--- src/rtl/divisao_num_matriz.sv ---
// divisao_num_matriz: divides up to 25 signed 8-bit matrix elements by a signed 8-bit divisor (sequential restoring divider); ports clk, rst (async high), start, matriz_A/num_inteiro/matrix_size in; nova_matriz_A, busy, done, overflow_flag, div_zero_flag out; optional DIV_REMAINDER_EN adds resto_matriz
module divisao_num_matriz (
  input  logic         clk,
  input  logic         rst,
  input  logic         start,
  input  logic [199:0] matriz_A,
  input  logic [7:0]   num_inteiro,
  input  logic [1:0]   matrix_size,
  output logic [199:0] nova_matriz_A,
  output logic         busy,
  output logic         done,
  output logic         overflow_flag,
`ifdef DIV_REMAINDER_EN
  output logic [199:0] resto_matriz,
`endif
  output logic         div_zero_flag
);
  typedef enum logic [2:0] {IDLE, LOAD, DIV, STORE, FINISH} state_t;
  state_t state_q, state_d;
  logic [199:0] a_q, a_d, res_q, res_d;
  logic [7:0] d_q, d_d, b_q, b_d, r_q, r_d, q_q, q_d, cur;
  logic [1:0] size_q, size_d;
  logic [4:0] idx_q, idx_d, n;
  logic [2:0] cnt_q, cnt_d;
  logic sq_q, sq_d, ovf_q, ovf_d, dz_q, dz_d, done_q, done_d;
  logic [8:0] sh, diff;
`ifdef DIV_REMAINDER_EN
  logic [199:0] rem_q, rem_d;
  logic sa_q, sa_d;
`endif
  assign cur  = a_q[idx_q*8 +: 8];
  assign n    = size_q == 2'd0 ? 5'd4 : size_q == 2'd1 ? 5'd9 : size_q == 2'd2 ? 5'd16 : 5'd25;
  // restoring step: partial remainder shifted left with the next dividend bit, which leaves q_q MSB first
  assign sh   = {r_q, q_q[7]};
  assign diff = sh - {1'b0, b_q};
  always_comb begin
    state_d = state_q;
    a_d = a_q;
    d_d = d_q;
    size_d = size_q;
    res_d = res_q;
    b_d = b_q;
    r_d = r_q;
    q_d = q_q;
    idx_d = idx_q;
    cnt_d = cnt_q;
    sq_d = sq_q;
    ovf_d = ovf_q;
    dz_d = dz_q;
`ifdef DIV_REMAINDER_EN
    rem_d = rem_q;
    sa_d = sa_q;
`endif
    done_d = state_q == FINISH;
    case (state_q)
      IDLE: if (start) begin
        a_d = matriz_A;
        d_d = num_inteiro;
        size_d = matrix_size;
        res_d = '0;
        ovf_d = 1'b0;
        dz_d = num_inteiro == 8'd0;
        idx_d = '0;
`ifdef DIV_REMAINDER_EN
        rem_d = '0;
`endif
        state_d = num_inteiro == 8'd0 ? FINISH : LOAD;
      end
      LOAD: begin
        q_d = cur[7] ? -cur : cur;
        b_d = d_q[7] ? -d_q : d_q;
        sq_d = cur[7] ^ d_q[7];
`ifdef DIV_REMAINDER_EN
        sa_d = cur[7];
`endif
        r_d = '0;
        cnt_d = '0;
        state_d = DIV;
      end
      DIV: begin
        r_d = diff[8] ? sh[7:0] : diff[7:0];
        q_d = {q_q[6:0], ~diff[8]};
        cnt_d = cnt_q + 3'd1;
        state_d = cnt_q == 3'd7 ? STORE : DIV;
      end
      STORE: begin
        // magnitude 128 with positive sign is only reachable as -128/-1; its bit pattern is already 8'h80
        res_d[idx_q*8 +: 8] = sq_q ? -q_q : q_q;
        ovf_d = ovf_q | (~sq_q & q_q[7]);
`ifdef DIV_REMAINDER_EN
        rem_d[idx_q*8 +: 8] = sa_q ? -r_q : r_q;
`endif
        idx_d = idx_q + 5'd1;
        state_d = idx_q + 5'd1 < n ? LOAD : FINISH;
      end
      default: state_d = IDLE;
    endcase
  end
  always_ff @(posedge clk or posedge rst)
    if (rst) begin
      state_q <= IDLE;
      a_q <= '0;
      d_q <= '0;
      size_q <= '0;
      res_q <= '0;
      b_q <= '0;
      r_q <= '0;
      q_q <= '0;
      idx_q <= '0;
      cnt_q <= '0;
      sq_q <= 1'b0;
      ovf_q <= 1'b0;
      dz_q <= 1'b0;
      done_q <= 1'b0;
`ifdef DIV_REMAINDER_EN
      rem_q <= '0;
      sa_q <= 1'b0;
`endif
    end else begin
      state_q <= state_d;
      a_q <= a_d;
      d_q <= d_d;
      size_q <= size_d;
      res_q <= res_d;
      b_q <= b_d;
      r_q <= r_d;
      q_q <= q_d;
      idx_q <= idx_d;
      cnt_q <= cnt_d;
      sq_q <= sq_d;
      ovf_q <= ovf_d;
      dz_q <= dz_d;
      done_q <= done_d;
`ifdef DIV_REMAINDER_EN
      rem_q <= rem_d;
      sa_q <= sa_d;
`endif
    end
  assign nova_matriz_A = res_q;
  assign busy = state_q != IDLE;
  assign done = done_q;
  assign overflow_flag = ovf_q;
  assign div_zero_flag = dz_q;
`ifdef DIV_REMAINDER_EN
  assign resto_matriz = rem_q;
`endif
endmodule

--- config.mk ---
export PLATFORM = sky130hd
export DESIGN_NAME = divisao_num_matriz
export DESIGN_NICKNAME = d
export VERILOG_FILES = /design/src/rtl/divisao_num_matriz.sv
export SDC_FILE = /design/constraint.sdc
export NUM_CORES = 1
export LEC_CHECK = 0
export ABC_AREA = 1
export CAP_MARGIN = 20
export CORE_MARGIN = 2
export CORE_UTILIZATION = 45
export CTS_BUF_LIST = sky130_fd_sc_hd__clkbuf_8
export CTS_CLUSTER_SIZE = 20
export DETAILED_ROUTE_END_ITERATION = 8
export MAX_ROUTING_LAYER = met4
export PLACE_DENSITY = 0.83
export REMOVE_ABC_BUFFERS = 1
export SLEW_MARGIN = 20
export SYNTH_ARGS = -nofsm -noshare
export SYNTH_HDL_FRONTEND = slang
export SYNTH_SLANG_ARGS = --single-unit
--- constraint.sdc ---
create_clock -name clk -period 16.34 [get_ports clk]
set_input_delay 3.268 -clock clk [delete_from_list [all_inputs] [get_ports clk]]
set_output_delay 3.268 -clock clk [all_outputs]
set_load 0.03 [all_outputs]
==> flow_summary.rst, run 1 <==
.. list-table::
   :header-rows: 1

   * - Metric
     - Value
   * - Number of remaining DRC errors
     - 0
   * - Crit. End Element
     - flop
   * - Final non-filler cell area
     - 26600 µm²
   * - TritonCTS Buffers
     - 76
   * - Worst setup SP type
     - input pin
   * - Maximum clock path buffer count
     - 3
   * - Multi-input logic area
     - 7780 µm²
   * - Cell type contributing the most total cell area after synthesis
     - sky130_fd_sc_hd__dfrtp_1
   * - Die area
     - 47000 µm²
   * - Largest fanout of any net on the critical path
     - 195
   * - Number of global-route vias before repair
     - 18811
   * - Fraction of synthesis flops using an asynchronous set or reset pin
     - 1.00
   * - Stage delay of the slowest cell on the critical path
     - 0.92 ns
   * - CP Cell Sequence
     - clkdlybuf4s50_1 > nand3_4 > inv_8 > buf_4 > o21ai_0
   * - Count of hold buffers inserted by post-cts repair
     - 0
   * - Wire length of the first global-routing pass
     - 102000 µm
   * - Worst-Skew Late Latency
     - 0.65 ns
   * - Result of the run
     - completed
   * - Critical path buffer and inverter count
     - 3
   * - Layout cells sized above 1
     - 0.0607
   * - RD Place Congestion
     - 0.927
   * - Post-synthesis average cell area
     - 8.14 µm²
   * - Pre-CTS setup slack
     - 8.85 ns
   * - Mux contribution to synthesized area
     - 0
   * - Count of pins over their slew limit
     - 0
   * - Filler instances
     - 3842
   * - Post-synth top flop
     - sky130_fd_sc_hd__dfrtp_1
   * - Launching point of the worst reg2reg path
     - idx_q[0]
   * - Remaining max-slew budget at the tightest pin
     - 0.275
   * - Setup TNS Final
     - 0 ns
   * - Maximum level of the CTS H-tree
     - 3
   * - Slew of the pin with the lowest slew margin
     - 1.09 ns
   * - Instance count along the most critical hold path
     - 2
   * - Die Width
     - 217 µm
   * - Top Family by Delay on Critical Path
     - buffers and inverters
   * - CP Data Required Time
     - 16.80 ns
   * - Clock tree sinks
     - 449
   * - Share of the synthesized area in compound gates (AO/OA/AOI/OAI)
     - 0.127
   * - Number of hold-slack violations in the final timing report
     - 0
   * - End of the worst register-to-register path
     - nova_matriz_A[180]
   * - Area of the placeable core
     - 44500 µm²
   * - Initial antenna violation count
     - 1
   * - Final HPWL DP
     - 45100 µm
   * - Minimum setup slack among reg-to-reg paths
     - 12.17 ns
   * - Wire length per cell after detailed routing
     - 18.3 µm
   * - Final period demand of the worst path
     - 6.06 ns
   * - Worst Hold End
     - a_q[4]
   * - Area added between synthesis and finish
     - 30.6%
   * - Routed via count
     - 19313
   * - Final Net Count
     - 3139
   * - VDD IR max
     - 0.103 mV
   * - Number of flops mapped to enable cells by yosys
     - 0
   * - Io pins
     - 417
   * - Flip-flop and latch count after synthesis
     - 449
   * - Largest cells by area after synthesis
     - sky130_fd_sc_hd__dfrtp_1, sky130_fd_sc_hd__nand2_1, sky130_fd_sc_hd__o21ai_0
   * - Power per standard cell area
     - 163 nW/µm²
   * - Synth cell types
     - 41
   * - Remaining global-route overflow
     - 0
   * - Worst hold margin
     - 0.473 ns
   * - Register Area
     - 11200 µm²
   * - Final cycle utilization of the critical path
     - 0.371
   * - Initial Utilization
     - 0.458
   * - Critical Path Slowest Stage Cell
     - sky130_fd_sc_hd__buf_4
   * - Total global routing track utilization
     - 0.283
   * - Unrepaired setup endpoints after global routing
     - no
   * - Post-Synth Adder-Cell Area
     - 0.0126
   * - Cell count after placement
     - 3418
   * - Worst hold path startpoint
     - a_q[4]
   * - Violation count after the first detailed-routing iteration
     - 2131
   * - Setup-violating endpoint count in the final report
     - 0
   * - Post-DP Area
     - 25000 µm²
   * - Achievable Freq
     - 165 MHz
   * - Origin of the worst setup path
     - start
   * - Area share of and/or/nand/nor cells after synthesis
     - 0.232
   * - Port Buf Inserts
     - 416
   * - Row count
     - 77
   * - Post-detailed-route via-to-cell ratio
     - 5.43
   * - WS Path Type
     - in -> reg
   * - Portion of synthesized cell area occupied by the leading cell type
     - 0.551
   * - Clock tree from TritonCTS
     - built
   * - Setup Fix Bufs, Post-CTS
     - 0
   * - Utilization of the core after routing
     - 0.598
   * - Class of the tightest hold or removal check
     - reg -> reg
   * - 1st-pass router iterations
     - 8
   * - Clock Root Buffer
     - sky130_fd_sc_hd__clkbuf_8
   * - Total of max-cap violations
     - 0
   * - Synth Warn #
     - 0
   * - Reg2reg path depth
     - 11
   * - Setup skew after layout
     - 0.0346 ns
   * - CP Data Arrival Time
     - 6.51 ns
   * - Non-filler cells in the finished layout
     - 3557
   * - CTS-repair resized insts
     - 0
   * - Total routed wirelength
     - 65000 µm
   * - Least setup slack across all paths after layout
     - 10.28 ns
   * - Total power after layout
     - 4.34 mW
   * - Largest net degree at the start of global routing
     - 196
   * - Post-synthesis share of cell area spent on xor and xnor gates
     - 0.0103
   * - Number of antenna-violating nets in the routed design
     - 0
   * - Post-synthesis cell area
     - 20400 µm²
   * - Clock slew seen by the registers of the worst setup and hold paths
     - 0.06 ns
   * - Leak
     - 12.2 nW
   * - Synthesized instance count
     - 2503
   * - Largest family of logic cells by synthesized area
     - simple AND/OR/NAND/NOR gates
   * - Die H
     - 217 µm
   * - Sequential cell area fraction in the yosys report
     - 0.551
worst reg2reg max path, delay by kind of cell, from the launching register on:
family                   cells  cell delay [ns]
flip-flops                   1             0.84
buffers and inverters        3             1.26
AND/OR/NAND/NOR              4             0.69
AO/OA/AOI/OAI                2             0.20
adder cells (fa/ha/maj)      2             1.08
logic make-up (layout without fill, tap and decap cells):
family,Yosys count,count (layout)
flip-flops,449,449
AO/OA/AOI/OAI,481,481
other,0,1
AND/OR/NAND/NOR,1179,1179
buffers and inverters,351,812
adder cells (fa/ha/maj),20,20
XOR/XNOR,23,23
placed cells by master (no fill, tap or decap), types with 4 or more instances in the layout:
cell	n
sky130_fd_sc_hd__a21oi_1	32
sky130_fd_sc_hd__buf_4	12
sky130_fd_sc_hd__clkbuf_8	94
sky130_fd_sc_hd__clkdlybuf4s50_1	416
sky130_fd_sc_hd__clkinv_2	11
sky130_fd_sc_hd__dfrtp_1	447
sky130_fd_sc_hd__ha_1	19
sky130_fd_sc_hd__inv_1	234
sky130_fd_sc_hd__inv_2	26
sky130_fd_sc_hd__inv_8	5
sky130_fd_sc_hd__nand2_1	861
sky130_fd_sc_hd__nand3_1	142
sky130_fd_sc_hd__nand4_1	13
sky130_fd_sc_hd__nor2_1	139
sky130_fd_sc_hd__nor2_4	4
sky130_fd_sc_hd__nor3_1	9
sky130_fd_sc_hd__o211ai_1	37
sky130_fd_sc_hd__o21ai_0	312
sky130_fd_sc_hd__o21ai_1	65
sky130_fd_sc_hd__o22ai_1	20
sky130_fd_sc_hd__xor2_1	18
synth_stat cells (2+ instances only):
cell,count
sky130_fd_sc_hd__or2_2,2
sky130_fd_sc_hd__ha_1,19
sky130_fd_sc_hd__nand3_1,143
sky130_fd_sc_hd__nor2_4,4
sky130_fd_sc_hd__buf_4,4
sky130_fd_sc_hd__a22o_1,2
sky130_fd_sc_hd__xor2_1,19
sky130_fd_sc_hd__nand2_2,3
sky130_fd_sc_hd__buf_2,33
sky130_fd_sc_hd__o211ai_1,37
sky130_fd_sc_hd__xnor2_1,3
sky130_fd_sc_hd__nand2_1,861
sky130_fd_sc_hd__o22ai_1,20
sky130_fd_sc_hd__nor3_1,9
sky130_fd_sc_hd__nor2_1,139
sky130_fd_sc_hd__clkbuf_1,55
sky130_fd_sc_hd__inv_1,215
sky130_fd_sc_hd__nand4_1,13
sky130_fd_sc_hd__dfrtp_1,449
sky130_fd_sc_hd__buf_1,13
sky130_fd_sc_hd__clkinv_1,4
sky130_fd_sc_hd__a31oi_1,2
sky130_fd_sc_hd__o21ai_1,65
sky130_fd_sc_hd__o21ai_0,312
sky130_fd_sc_hd__inv_2,26
sky130_fd_sc_hd__nor3_2,2
sky130_fd_sc_hd__o31ai_1,2
sky130_fd_sc_hd__a21oi_1,32
sky130_fd_sc_hd__o221ai_1,3
state kept, by name, indices dropped and copies added, names as in the netlist:
name           cells
q_q                8
sq_q               1
r_q                8
done               1
d_q                8
div_zero_flag      1
nova_matriz_A    200
b_q                8
idx_q              5
overflow_flag      1
size_q             2
state_q            3
cnt_q              3
a_q              200
where the power goes:
group	internal, mW	switching, mW	total, mW
combinational	0.527	1.19	1.72
clock	0.574	0.473	1.05
sequential	1.41	0.161	1.57
total	2.51	1.83	4.34
worst max-delay path by stage:
stage	endpoint	slack [ns]	depth (start not counted)
6_report	a_q[63]	10.28	5
5_1_grt	a_q[186]	10.00	6
4_1_cts	nova_matriz_A[110]	9.52	5
3_5_place_dp	nova_matriz_A[146]	8.85	5
3_3_place_gp	nova_matriz_A[189]	8.97	5
2_1_floorplan	a_q[0]	0.56	1
cell type report:
type / instances / area share
diodes: 1 / 0.0000940
clock inverters: 42 / 0.0111
well taps: 592 / 0.0278
flip-flops and latches: 449 / 0.422
repair buffers: 431 / 0.162
multi-input cells: 1703 / 0.293
clock buffers: 94 / 0.0486
inverters: 245 / 0.0351
metal layers:
layer / global-route usage / wire length [µm] / up-vias / part of all wire
met4: 0.128 / 2730 / 0 / 0.042
met1: 0.357 / 25500 / 9216 / 0.39
met2: 0.455 / 30900 / 1084 / 0.48
met3: 0.0436 / 5800 / 159 / 0.089
li1: - / - / 8854 / -
met5: - / 0 / - / 0
Note: power is estimated with default switching activity, not from simulation.
==> run 2: changes to the inputs <==
- clock period: 16.34 -> 5.3 ns (I/O delays scaled with it)
==> flow_summary.rst, run 2 (synthesis results as in run 1) <==
.. list-table::
   :header-rows: 1

   * - Metric
     - Value
   * - Post-DP Area
     - 25000 µm² (+0.35%)
   * - CP Cell Sequence
     - inv_2 > ha_1 > nand2_1 > nor2_1 > ha_1 > nand3_1 > nor2_1 > inv_2 > nor2_1 > nor2_1 > nand2_1 > o21ai_0
   * - Maximum level of the CTS H-tree
     - 3 (unchanged)
   * - Layout cells sized above 1
     - 0.0621 (+0.00137)
   * - Critical Path Slowest Stage Cell
     - sky130_fd_sc_hd__nor2_1
   * - Met3 track demand over resource in global routing
     - 0.0460 (+0.00238)
   * - Stage delay of the slowest cell on the critical path
     - 0.53 ns (-0.39 ns)
   * - Total of max-cap violations
     - 0 (unchanged)
   * - Minimum setup slack among reg-to-reg paths
     - 1.98 ns (-10.19 ns)
   * - Largest fanout of any net on the critical path
     - 28 (-86%)
   * - Area of the placeable core
     - 44500 µm² (unchanged)
   * - Violation count after the first detailed-routing iteration
     - 2250 (+5.6%)
   * - Result of the run
     - completed
   * - Met1 capacity usage during global routing
     - 0.361 (+0.00361)
   * - Post-detailed-route via-to-cell ratio
     - 5.43 (about the same)
   * - Initial antenna violation count
     - 1 (unchanged)
   * - Die Width
     - 217 µm (unchanged)
   * - 1st-pass router iterations
     - 7 (-1)
   * - Launching point of the worst reg2reg path
     - idx_q[1]
   * - Total routed wirelength
     - 65600 µm (+1.0%)
   * - Most common cell after layout, fill and taps aside
     - sky130_fd_sc_hd__nand2_1
   * - Number of remaining DRC errors
     - 0 (unchanged)
   * - Wire length of the first global-routing pass
     - 104000 µm (+2.3%)
   * - Wire length per cell after detailed routing
     - 18.5 µm (+1.0%)
   * - Die area
     - 47000 µm² (unchanged)
   * - Remaining global-route overflow
     - 0 (unchanged)
   * - Crit. End Element
     - flop
   * - Clock tree from TritonCTS
     - built
   * - Worst-Skew Late Latency
     - 0.66 ns (about the same)
   * - Switching part of the total power
     - 0.422 (+0.00107)
   * - Clock Root Buffer
     - sky130_fd_sc_hd__clkbuf_8
   * - Number of hold-slack violations in the final timing report
     - 0 (unchanged)
   * - End of the critical path
     - nova_matriz_A[92]
   * - Final Net Count
     - 3141 (+0.064%)
   * - VDD IR max
     - 0.250 mV (+140%)
   * - Remaining max-slew budget at the tightest pin
     - 0.347 (+0.0728)
   * - CTS-repair resized insts
     - 0 (unchanged)
   * - RD Place Congestion
     - 0.939 (+1.3%)
   * - Total global routing track utilization
     - 0.288 (+0.00494)
   * - Leak
     - 12.2 nW (about the same)
   * - Final HPWL DP
     - 45900 µm (+1.9%)
   * - WS Path Type
     - reg -> reg
   * - Port Buf Inserts
     - 416 (unchanged)
   * - CP Data Required Time
     - 5.85 ns (-10.95 ns)
   * - Origin of the worst setup path
     - idx_q[1]
   * - Number of antenna-violating nets in the routed design
     - 0 (unchanged)
   * - Filler instances
     - 3779 (-1.6%)
   * - Count of pins over their slew limit
     - 0 (unchanged)
   * - Setup skew after layout
     - 0.0363 ns (+0.00166 ns)
   * - Number of global-route vias before repair
     - 19421 (+3.2%)
   * - Power per standard cell area
     - 504 nW/µm² (+210%)
   * - Clock group share of total power
     - 0.242 (about the same)
   * - Commonest cells after routing, fill and taps aside
     - sky130_fd_sc_hd__nand2_1, sky130_fd_sc_hd__dfrtp_1, sky130_fd_sc_hd__clkdlybuf4s50_1
   * - Setup Fix Bufs, Post-CTS
     - 0 (unchanged)
   * - Internal Power
     - 7.76 mW (+210%)
   * - Class of the tightest hold or removal check
     - reg -> reg
   * - Reg2reg path depth
     - 12 (+1)
   * - Maximum clock path buffer count
     - 3 (unchanged)
   * - CP Data Arrival Time
     - 3.87 ns (-2.64 ns)
   * - Count of hold buffers inserted by post-cts repair
     - 0 (unchanged)
   * - End of the worst register-to-register path
     - nova_matriz_A[92]
   * - Portion of total power attributed to sequential cells
     - 0.361 (about the same)
   * - Non-filler cells in the finished layout
     - 3556 (-0.028%)
   * - Unrepaired setup endpoints after global routing
     - no
   * - Final cycle utilization of the critical path
     - 0.626
   * - Power dissipated by switching net loads
     - 5.67 mW (+210%)
   * - Achievable Freq
     - 302 MHz
   * - Slew of the pin with the lowest slew margin
     - 0.974 ns (-0.113 ns)
   * - Combinational fraction of design power
     - 0.397 (about the same)
   * - Global-route met2 utilization
     - 0.470 (+0.0158)
   * - Die H
     - 217 µm (unchanged)
   * - Setup-violating endpoint count in the final report
     - 0 (unchanged)
   * - Worst setup SP type
     - flop
   * - Largest net degree at the start of global routing
     - 132 (-33%)
   * - Final period demand of the worst path
     - 3.32 ns
   * - Initial Utilization
     - 0.458 (unchanged)
   * - Clock tree sinks
     - 449 (unchanged)
   * - Library cell appearing most often on the critical path
     - sky130_fd_sc_hd__nor2_1
   * - Io pins
     - 417 (unchanged)
   * - TritonCTS Buffers
     - 75 (-1.3%)
   * - Clock slew seen by the registers of the worst setup and hold paths
     - 0.06 ns (about the same)
   * - Utilization of the core after routing
     - 0.599 (about the same)
   * - Routed via count
     - 19314 (+0.0052%)
   * - Most utilized layer in the global route result
     - met2
   * - Total power after layout
     - 13.4 mW (+210%)
   * - Cell count after placement
     - 3423 (+0.15%)
   * - Row count
     - 77 (unchanged)
   * - Final non-filler cell area
     - 26600 µm² (about the same)
   * - Area added between synthesis and finish
     - 30.7% (about the same)
-- run 2: cell types whose count changed in the layout (fill, tap and decap cells not counted), sizes merged --
| cell | delta |
|---|---|
| buf | +3 |
| clkbuf | +2 |
| clkinv | -1 |
| inv | -5 |
-- run 2: through the flow --
step | TNS [ns] | setup WS [ns] | hold slack (ns)
after floorplan | -4966.79 | -8.27 | 0.444
after global placement | 0 | 2.00 | 0.457
after detailed placement | 0 | 1.88 | 0.461
after CTS | 0 | 1.99 | 0.480
after global routing | 0 | 1.69 | 0.500
final | 0 | 1.98 | 0.479
-- run 2: layer usage --
| metal | wire, µm | vias to the layer above |
|---|---|---|
| li1 | - | 8855 |
| met1 | 26300 | 9265 |
| met2 | 31800 | 1038 |
| met3 | 5220 | 156 |
| met4 | 2280 | 0 |
| met5 | 0 | - |
-- run 2: final cells by class --
type | instances | area (µm²) | share of cell area
Inverter | 245 | 935 | 0.0351
Antenna cell | 1 | 2.50 | 0.0000939
Clock inverter | 36 | 267 | 0.0100
Tap cell | 592 | 741 | 0.0278
Timing Repair Buffer | 434 | 4350 | 0.163
Sequential cell | 449 | 11200 | 0.422
Multi-Input combinational cell | 1703 | 7780 | 0.292
Clock buffer | 96 | 1320 | 0.0496
-- run 2: how the worst min path moves through the flow --
stage          cells past startpoint  slack (ns)  startpoint        to
2_1_floorplan                      2        0.44    a_q[100]  a_q[100]
3_3_place_gp                       2        0.46    a_q[124]  a_q[124]
3_5_place_dp                       2        0.46    a_q[100]  a_q[100]
4_1_cts                            2        0.48    a_q[140]  a_q[140]
5_1_grt                            2        0.50      a_q[6]    a_q[6]
6_report                           2        0.48    a_q[136]  a_q[136]
-- run 2: worst max-delay path, delay by kind of cell (launching register included) --
family	cells	cell delay [ns]
buffers and inverters	2	0.64
AND/OR/NAND/NOR	7	1.28
adder cells (fa/ha/maj)	2	0.76
AO/OA/AOI/OAI	1	0.11
flip-flops	1	0.42
-- run 2: power groups by stage --
stage / Combinational [mW] / Clock [mW] / Sequential (mW)
after global placement: 5.02 / 0 / 4.85
final: 5.33 / 3.24 / 4.85
after detailed placement: 5.22 / 0 / 4.89
after CTS: 5.28 / 3.28 / 4.84
after floorplan: 3.62 / 0 / 4.88
after global routing: 6.00 / 3.44 / 4.94
